**src/rtl/snake_engine.sv**
```systemverilog
// Snake game core: head/body/apple state, a tick-driven step FSM with sequential
// self-collision check and LFSR apple placement, plus a registered per-pixel entity lookup.
module snake_engine #(
  parameter int unsigned GRID_W    = 40,
  parameter int unsigned GRID_H    = 30,
  parameter int unsigned H_SQUARE  = 16,
  parameter int unsigned V_SQUARE  = 16,
  parameter int unsigned MAX_TAILS = 32,
  parameter logic [15:0] LFSR_SEED = 16'hACE1
) (
  input  logic                               vga_clk,
  input  logic                               reset_n,
  input  logic                               tick,
  input  logic [1:0]                         dir_in,
  input  logic                               dir_valid,
  input  logic [9:0]                         x_in,
  input  logic [9:0]                         y_in,
  output logic [1:0]                         entity,
  output logic                               game_over,
  output logic                               game_won,
  output logic [$clog2(MAX_TAILS+1)-1:0]     tail_count,
  output logic                               busy
);

  localparam int unsigned XW = $clog2(GRID_W);
  localparam int unsigned YW = $clog2(GRID_H);
  localparam int unsigned TW = $clog2(MAX_TAILS + 1);

  // Opposite directions differ only in bit 1.
  localparam logic [1:0] LEFT_DIR  = 2'd0;
  localparam logic [1:0] TOP_DIR   = 2'd1;
  localparam logic [1:0] RIGHT_DIR = 2'd2;
  localparam logic [1:0] DOWN_DIR  = 2'd3;

  localparam logic [1:0] ENT_NOTHING    = 2'd0;
  localparam logic [1:0] ENT_SNAKE_HEAD = 2'd1;
  localparam logic [1:0] ENT_SNAKE_TAIL = 2'd2;
  localparam logic [1:0] ENT_APPLE      = 2'd3;

  typedef enum logic [2:0] {StRun, StCheck, StCommit, StPlace, StOver, StWon} state_e;

  state_e        state_q, state_d;
  logic [XW-1:0] head_x_q, apple_x_q, nxt_x_q, cand_x_q, nh_x, lfsr_x;
  logic [YW-1:0] head_y_q, apple_y_q, nxt_y_q, cand_y_q, nh_y, lfsr_y;
  logic [XW-1:0] body_x_q [MAX_TAILS];
  logic [YW-1:0] body_y_q [MAX_TAILS];
  logic [TW-1:0] tail_count_q, idx_q, tc_inc;
  logic [1:0]    cur_dir_q, pend_dir_q, step_dir_q, entity_q, entity_d;
  logic [15:0]   lfsr_q;
  logic          lfsr_fb, eat, chk_hit, place_hit, in_grid, body_px;
  logic [9:0]    cell_x, cell_y;

  assign lfsr_fb = lfsr_q[15] ^ lfsr_q[13] ^ lfsr_q[12] ^ lfsr_q[10];
  assign lfsr_x  = XW'(lfsr_q[7:0] % GRID_W);
  assign lfsr_y  = YW'(lfsr_q[15:8] % GRID_H);
  assign eat     = (nxt_x_q == apple_x_q) && (nxt_y_q == apple_y_q);
  assign tc_inc  = tail_count_q + TW'(eat);

  always_comb begin
    nh_x = head_x_q;
    nh_y = head_y_q;
    unique case (pend_dir_q)
      LEFT_DIR:  nh_x = (head_x_q == '0) ? XW'(GRID_W - 1) : head_x_q - XW'(1);
      RIGHT_DIR: nh_x = (head_x_q == XW'(GRID_W - 1)) ? '0 : head_x_q + XW'(1);
      TOP_DIR:   nh_y = (head_y_q == '0) ? YW'(GRID_H - 1) : head_y_q - YW'(1);
      DOWN_DIR:  nh_y = (head_y_q == YW'(GRID_H - 1)) ? '0 : head_y_q + YW'(1);
    endcase
  end

  // Index 0 of the placement scan is the head, index i+1 is body[i].
  always_comb begin
    chk_hit   = 1'b0;
    place_hit = (idx_q == '0) && (head_x_q == cand_x_q) && (head_y_q == cand_y_q);
    for (int i = 0; i < MAX_TAILS; i++) begin
      if (idx_q == TW'(i) && body_x_q[i] == nxt_x_q && body_y_q[i] == nxt_y_q) chk_hit = 1'b1;
      if (idx_q == TW'(i + 1) && body_x_q[i] == cand_x_q && body_y_q[i] == cand_y_q) begin
        place_hit = 1'b1;
      end
    end
  end

  always_comb begin
    state_d = state_q;
    unique case (state_q)
      StRun:   if (tick) state_d = StCheck;
      StCheck: begin
        if (tail_count_q == '0)                      state_d = StCommit;
        else if (chk_hit)                            state_d = StOver;
        else if (idx_q == tail_count_q - TW'(1))     state_d = StCommit;
      end
      StCommit: begin
        if (tc_inc == TW'(MAX_TAILS)) state_d = StWon;
        else if (eat)                 state_d = StPlace;
        else                          state_d = StRun;
      end
      StPlace: if (!place_hit && idx_q == tail_count_q) state_d = StRun;
      default: ;
    endcase
  end

  always_ff @(posedge vga_clk) begin
    if (!reset_n) state_q <= StRun;
    else          state_q <= state_d;
  end

  always_comb begin
    cell_x  = 10'(x_in / 10'(H_SQUARE));
    cell_y  = 10'(y_in / 10'(V_SQUARE));
    in_grid = (cell_x < 10'(GRID_W)) && (cell_y < 10'(GRID_H));
    body_px = 1'b0;
    for (int i = 0; i < MAX_TAILS; i++) begin
      if (TW'(i) < tail_count_q && cell_x == 10'(body_x_q[i]) && cell_y == 10'(body_y_q[i])) begin
        body_px = 1'b1;
      end
    end
    entity_d = ENT_NOTHING;
    if (!in_grid)                                                   entity_d = ENT_NOTHING;
    else if (cell_x == 10'(head_x_q) && cell_y == 10'(head_y_q))   entity_d = ENT_SNAKE_HEAD;
    else if (cell_x == 10'(apple_x_q) && cell_y == 10'(apple_y_q)) entity_d = ENT_APPLE;
    else if (body_px)                                               entity_d = ENT_SNAKE_TAIL;
  end

  always_ff @(posedge vga_clk) begin
    if (!reset_n) begin
      head_x_q     <= XW'(GRID_W / 2);
      head_y_q     <= YW'(GRID_H / 2);
      apple_x_q    <= XW'(GRID_W / 2 + GRID_W / 4);
      apple_y_q    <= YW'(GRID_H / 2);
      nxt_x_q      <= '0;
      nxt_y_q      <= '0;
      cand_x_q     <= '0;
      cand_y_q     <= '0;
      tail_count_q <= '0;
      idx_q        <= '0;
      cur_dir_q    <= RIGHT_DIR;
      pend_dir_q   <= RIGHT_DIR;
      step_dir_q   <= RIGHT_DIR;
      lfsr_q       <= LFSR_SEED;
      entity_q     <= ENT_NOTHING;
      for (int i = 0; i < MAX_TAILS; i++) begin
        body_x_q[i] <= '0;
        body_y_q[i] <= '0;
      end
    end else begin
      lfsr_q   <= {lfsr_q[14:0], lfsr_fb};
      entity_q <= entity_d;
      if (dir_valid && dir_in != (cur_dir_q ^ 2'b10)) pend_dir_q <= dir_in;
      unique case (state_q)
        StRun: begin
          if (tick) begin
            idx_q      <= '0;
            nxt_x_q    <= nh_x;
            nxt_y_q    <= nh_y;
            step_dir_q <= pend_dir_q;
          end
        end
        StCheck: idx_q <= idx_q + TW'(1);
        StCommit: begin
          body_x_q[0] <= head_x_q;
          body_y_q[0] <= head_y_q;
          for (int i = 1; i < MAX_TAILS; i++) begin
            body_x_q[i] <= body_x_q[i-1];
            body_y_q[i] <= body_y_q[i-1];
          end
          head_x_q     <= nxt_x_q;
          head_y_q     <= nxt_y_q;
          cur_dir_q    <= step_dir_q;
          tail_count_q <= tc_inc;
          cand_x_q     <= lfsr_x;
          cand_y_q     <= lfsr_y;
          idx_q        <= '0;
        end
        StPlace: begin
          if (place_hit) begin
            cand_x_q <= lfsr_x;
            cand_y_q <= lfsr_y;
            idx_q    <= '0;
          end else if (idx_q == tail_count_q) begin
            apple_x_q <= cand_x_q;
            apple_y_q <= cand_y_q;
          end else begin
            idx_q <= idx_q + TW'(1);
          end
        end
        default: ;
      endcase
    end
  end

  assign entity     = entity_q;
  assign tail_count = tail_count_q;
  assign game_over  = (state_q == StOver);
  assign game_won   = (state_q == StWon);
  assign busy       = (state_q != StRun) && (state_q != StOver) && (state_q != StWon);

endmodule

```
**config.mk**
```make
export PLATFORM = sky130hd
export DESIGN_NAME = snake_engine
export DESIGN_NICKNAME = d
export VERILOG_FILES = /design/src/rtl/snake_engine.sv
export SDC_FILE = /design/constraint.sdc
export NUM_CORES = 2
export LEC_CHECK = 0
export ABC_CLOCK_PERIOD_IN_PS = 17300
export BUFFER_PORTS_ARGS = -buffer_cell sky130_fd_sc_hd__buf_4
export CORE_MARGIN = 10
export CORE_UTILIZATION = 35
export DETAILED_ROUTE_END_ITERATION = 6
export PLACE_DENSITY = 0.58
export SYNTH_ARGS = -nofsm -noshare
export SYNTH_HDL_FRONTEND = slang
export SYNTH_SLANG_ARGS = --single-unit
```
**constraint.sdc**
```tcl
create_clock -name vga_clk -period 17.3 [get_ports vga_clk]
set_input_delay 2.595 -clock vga_clk [delete_from_list [all_inputs] [get_ports vga_clk]]
set_output_delay 2.595 -clock vga_clk [all_outputs]
set_load 0.1 [all_outputs]
```
# Yosys cells after proc, flatten, opt, wreduce, memory -nomap -nowiden
# Memories as Yosys holds them, arrays and structs flattened.
# Cells that the tools add are included.
# classes
n_reduce_logical,219
n_addsub,7
n_bitwise,71
n_shift,0
magnitude_cmp,34
div,2
n_eq_ne,253
mul,0
mux,189
# op_table
cell,n
6-bit equality test,102
5-bit equality test,66
6-bit 2-to-1 mux,38
6-bit by 5-bit equality test with 1-bit output,34
1-bit logical AND,202
5-bit 2-to-1 mux,35
1-bit 2-to-1 mux,101
6-bit by 5-bit equality test with 1-bit output (second input constant),16
5-bit by 6-bit < comparator with 1-bit output (first input constant),16
1-bit OR,64
6-bit by 4-bit equality test with 1-bit output (second input constant),8
4-bit by 6-bit < comparator with 1-bit output (first input constant),8
8-bit by 5-bit modulo with 32-bit output (second input constant),1
8-bit by 6-bit modulo with 32-bit output (second input constant),1
6-bit by 3-bit equality test with 1-bit output (second input constant),4
3-bit by 6-bit < comparator with 1-bit output (first input constant),4
6-bit case mux with 2 select lines,2
6-bit case mux with 4 select lines,1
5-bit case mux with 2 select lines,2
6-bit equality test (second input constant),3
6-bit zero test,3
3-bit 2-to-1 mux,6
6-bit by 1-bit adder with 6-bit output (second input constant),2
6-bit by 2-bit equality test with 1-bit output (second input constant),2
other kinds (34),54
# totals
latchBits,0
memories,2
elab_cells,794
register_bits,83
mem_bits_rw,352
out_inout_bits,11
romBits,0
inputBits,26
# memory_table
name,depth,word_bits,read_ports,rd_clocked_by_memory_dff,wr,line,text
body_x_q,32,6,32,0,32,45,logic [XW-1:0] body_x_q [MAX_TAILS];
body_y_q,32,5,32,0,32,46,logic [YW-1:0] body_y_q [MAX_TAILS];

# Depth between registers and ports, before layout
# An unclocked memory read counts as a cell.
# depth
depth_word,40
depth_mapped,15
depth_no_buf,14

# Worst setup path before layout
# Ideal clock, no wire load.
# synth_path
path_type,input port to flip-flop
startpoint,in reset_n
endpoint,"mem body_x_q[0][0] in the netlist's numbering, enable pin"
setup_slack_ns,5.536
arrival_time_ns,9.184
cell_stages,4
cell_sequence,clkbuf_1 -> buf_1 -> clkbuf_1 -> nand2_1
# synth_lines
item,line,text
from (decl),12,"input logic reset_n,"
to (decl),45,

# Worst setup path after layout
# layout_path
startpoint,in y_in[5]
endpoint,reg entity_q[1] (netlist: entity[1])
# layout_via
elab_chain_len,36
# layout_rtl
item,line,text
from (decl),17,"input logic [9:0] y_in,"
6-bit by 5-bit equality test with 1-bit output,112,if (TW'(i) < tail_count_q && cell_x == 10'(body_x_q[i]) && cell_y == 10'(body_y_q[i])) begin
1-bit logical AND,112,
1-bit 2-to-1 mux (32 in series),112,
2-bit 2-to-1 mux,120,else if (body_px) entity_d = ENT_SNAKE_TAIL;
2-bit 2-to-1 mux,119,else if (cell_x == 10'(apple_x_q) && cell_y == 10'(apple_y_q)) entity_d = ENT_APPLE;
to (signal assigned),146,entity_q <= entity_d;
to (decl),48,"logic [1:0] cur_dir_q, pend_dir_q, step_dir_q, entity_q, entity_d;"
# Several ways; a longest one is shown, not always the timed one.
# A chain may end at the register's enable or synchronous reset.

==> qor.yml <==
status: "finished clean"
sw_frac_of_total: 0.309
synth-async-reset-ratio: 0
dp_hpwl_microns: 74300
reg2regPathDepth: 11
rows: 109
grt_overflow: 0
synth_top_family_by_area: "XOR/XNOR gates"
wl_per_cell_microns: 27.6
hp-class: "flip-flop to flip-flop"
fin_cells: 4232
detail-route-antenna-nets: 0
slowest_delay_ns: 0.77
clock-root-buffer: "clkbuf_16"
drc: 0
critPathKind: "input pin to flip-flop"
clk_pin_slew_ns: 0.06
cap_violations: 0
seq_power_share: 0.445
finalWirelength_microns: 117000
max_freq_ghz: 0.179
worstSkewPairLatency_ns: 0.63
grt_pass1_wl_microns: 168000
pwr-share-comb: 0.185
die_area_sq_mm: 0.102
power.internal_mw: 2.11
finClkSkew_ns: 0.0244
die_w_microns: 320
crit_top_cell: "buf_4"
cts_hold_buffers: 0
avgSynthCellArea_sq_um: 10.0
relSlewSlack: 0.119
cp.required_ns: 17.79
hold_viol: 0
vdd_ir_drop_max_v: 0.0000704
synth_fa_ha_area_frac: 0.00788
grt_max_degree: 127
multi_input_area_sq_mm: 0.0178
syn2layout_area_growth_pct: 8.18
cp-end-kind: "flip-flop"
pre_cts_ws_ns: 11.24
dr.pass1.iters: 6
worst_pin_slew_ns: 1.31
slowest_stage: "nor4_1"
cts-resized-gates: 0
fillerInstances: 8687
cts.sinks: 435
setup_viol: 0
synth-seq-cells: 435
ios: 37
start_util: 0.354
viasPerCell: 5.81
yosys_warnings: 0
synth-simple-area-share: 0.197
finalSetupTns_ns: 0
yosysUniqueCellTypes: 76
port_buffers: 28
fin_crit_ns: 5.59
cts_buffers: 52
first_global_vias: 23400
cp_cell_sequence: "buf_4 > buf_4 > xor2_1 > or4_1 > nor4_1 > a211oi_1 > o2111ai_1 > nor3_1 > a21oi_1"
drt_iter0_drc: 2782
r2r-end: "state_q[1]"
synthMuxAreaShare: 0.00776
finalWorstSetupSlack_ns: 11.71
track_usage: 0.220
final_cell_mix: "748 x xnor2_1, 374 x xor2_1, 352 x edfxtp_1"
gp_congestion: 0.946
crit_fanout: 22
cellPowerDensity_mw_per_mm2: 89.6
worstPathArrival_ns: 6.07
post_cts_buffers: 0
layout-drive-gt1-share: 0.0724
place_inst: 4134
endpoint: "entity[1]"
final_common_cell: "xnor2_1"
tritoncts: "done"
clockPowerShare: 0.370
syn_nets: 3176
synth_cells: 3131
cts.path.max_buffers: 3
r2r_slack_ns: 12.52
fin_crit_sh: 0.323
regArea_sq_mm: 0.0123
antenna_found_initial: 3
power.switching_mw: 0.941
final_max_slew_viol_count: 0
synth_edf_count: 352
htreeDepth: 2
synth_xor_area_frac: 0.312
r2r_start: "nxt_x_q[0]"
nets: 3068
rsz0062_at_grt: "false"
synth-seq-area-share: 0.389
synth_compound_area_frac: 0.0411
chipHeight_microns: 320
vias: 24600
netlist_area_sq_mm: 0.0314
start_kind: "input pin"
yosys_most_used_dff: "edfxtp_1"
core_area_sq_mm: 0.0888
p_leak_nw: 12.0
crit_start: "y_in[5]"
[how the worst min path moves through the flow]
stage / start / end / slack, ns / depth (start not counted)
after global routing: lfsr_q[2] / lfsr_q[3] / 0.48 / 1
after CTS: lfsr_q[2] / lfsr_q[3] / 0.45 / 1
after detailed placement: lfsr_q[2] / lfsr_q[3] / 0.44 / 1
after global placement: lfsr_q[1] / lfsr_q[2] / 0.43 / 1
after floorplan: lfsr_q[0] / lfsr_q[1] / 0.43 / 1
final: lfsr_q[2] / lfsr_q[3] / 0.45 / 1
[kinds of logic after synthesis]
group | after synthesis
buf+inv | 275
mux | 24
simple gates | 1066
xor+xnor | 1122
compound gates | 189
flops | 435
fa+ha+maj | 20
[layout make-up]
class                           count  area share
Antenna cell                        1   0.0000736
Clock buffer                       68      0.0419
Clock inverter                     29     0.00809
Inverter                           21     0.00232
Multi-Input combinational cell   2421       0.524
Sequential cell                   435       0.360
Tap cell                         1165      0.0428
Timing Repair Buffer               92      0.0205
[routing by layer]
metal | wire, microns | share of wire | up-vias | global-route usage
met5 | 67 | 0.00057 | - | 0
met4 | 5030 | 0.043 | 4 | 0.0887
met3 | 13600 | 0.12 | 291 | 0.0635
met2 | 49900 | 0.43 | 1346 | 0.328
met1 | 48100 | 0.41 | 12200 | 0.295
li1 | - | - | 10700 | -
[power by group through the flow]
| stage | clock [mW] | combinational, mW | sequential (mW) |
|---|---|---|---|
| detailed placement | 0 | 0.550 | 1.37 |
| CTS | 1.14 | 0.553 | 1.35 |
| global placement | 0 | 0.543 | 1.37 |
| finish | 1.13 | 0.563 | 1.36 |
| global route | 1.17 | 0.603 | 1.36 |
| floorplan | 0 | 0.457 | 1.31 |
[sequential cells by signal, indices dropped and copies added, names as in the netlist, 6 cells and up]
signal      cells
cand_x_q        6
head_x_q        6
apple_x_q       6
tail_count      6
body_x_q      192
idx_q           6
lfsr_q         16
nxt_x_q         6
body_y_q      160
[through the flow]
| stage | cell area (sq um) | util | hold WS (ns) | power (mW) |
|---|---|---|---|---|
| after CTS | 34000 | 0.383 | 0.453 | 3.04 |
| after floorplan | 31400 | - | 0.428 | 1.77 |
| after global placement | 32300 | 0.364 | 0.435 | 1.92 |
| after detailed placement | 32300 | 0.364 | 0.440 | 1.92 |
| after global routing | 34000 | 0.383 | 0.481 | 3.14 |
| final | 34000 | 0.383 | 0.450 | 3.05 |
[synth_stat cells (31+ instances only)]
library cell | instances | area share
buf_4 | 46 | 0.011
xor2_1 | 374 | 0.10
and2_1 | 166 | 0.033
buf_2 | 55 | 0.0088
dfxtp_1 | 83 | 0.053
o21ai_0 | 31 | 0.0049
clkbuf_1 | 126 | 0.015
edfxtp_1 | 352 | 0.34
nand2_1 | 131 | 0.016
nand4_1 | 164 | 0.033
and3_1 | 198 | 0.039
a21oi_1 | 35 | 0.0056
nor2_1 | 61 | 0.0073
nand3_1 | 90 | 0.014
nor3_1 | 45 | 0.0072
nor4_1 | 138 | 0.027
xnor2_1 | 748 | 0.21
[worst max-delay path, delay by kind of cell]
family	cells	cell delay, ns
simple gates	3	1.33
buf+inv	2	0.95
xor+xnor	1	0.13
compound gates	3	1.03
Power figures use the tool's default switching activity.
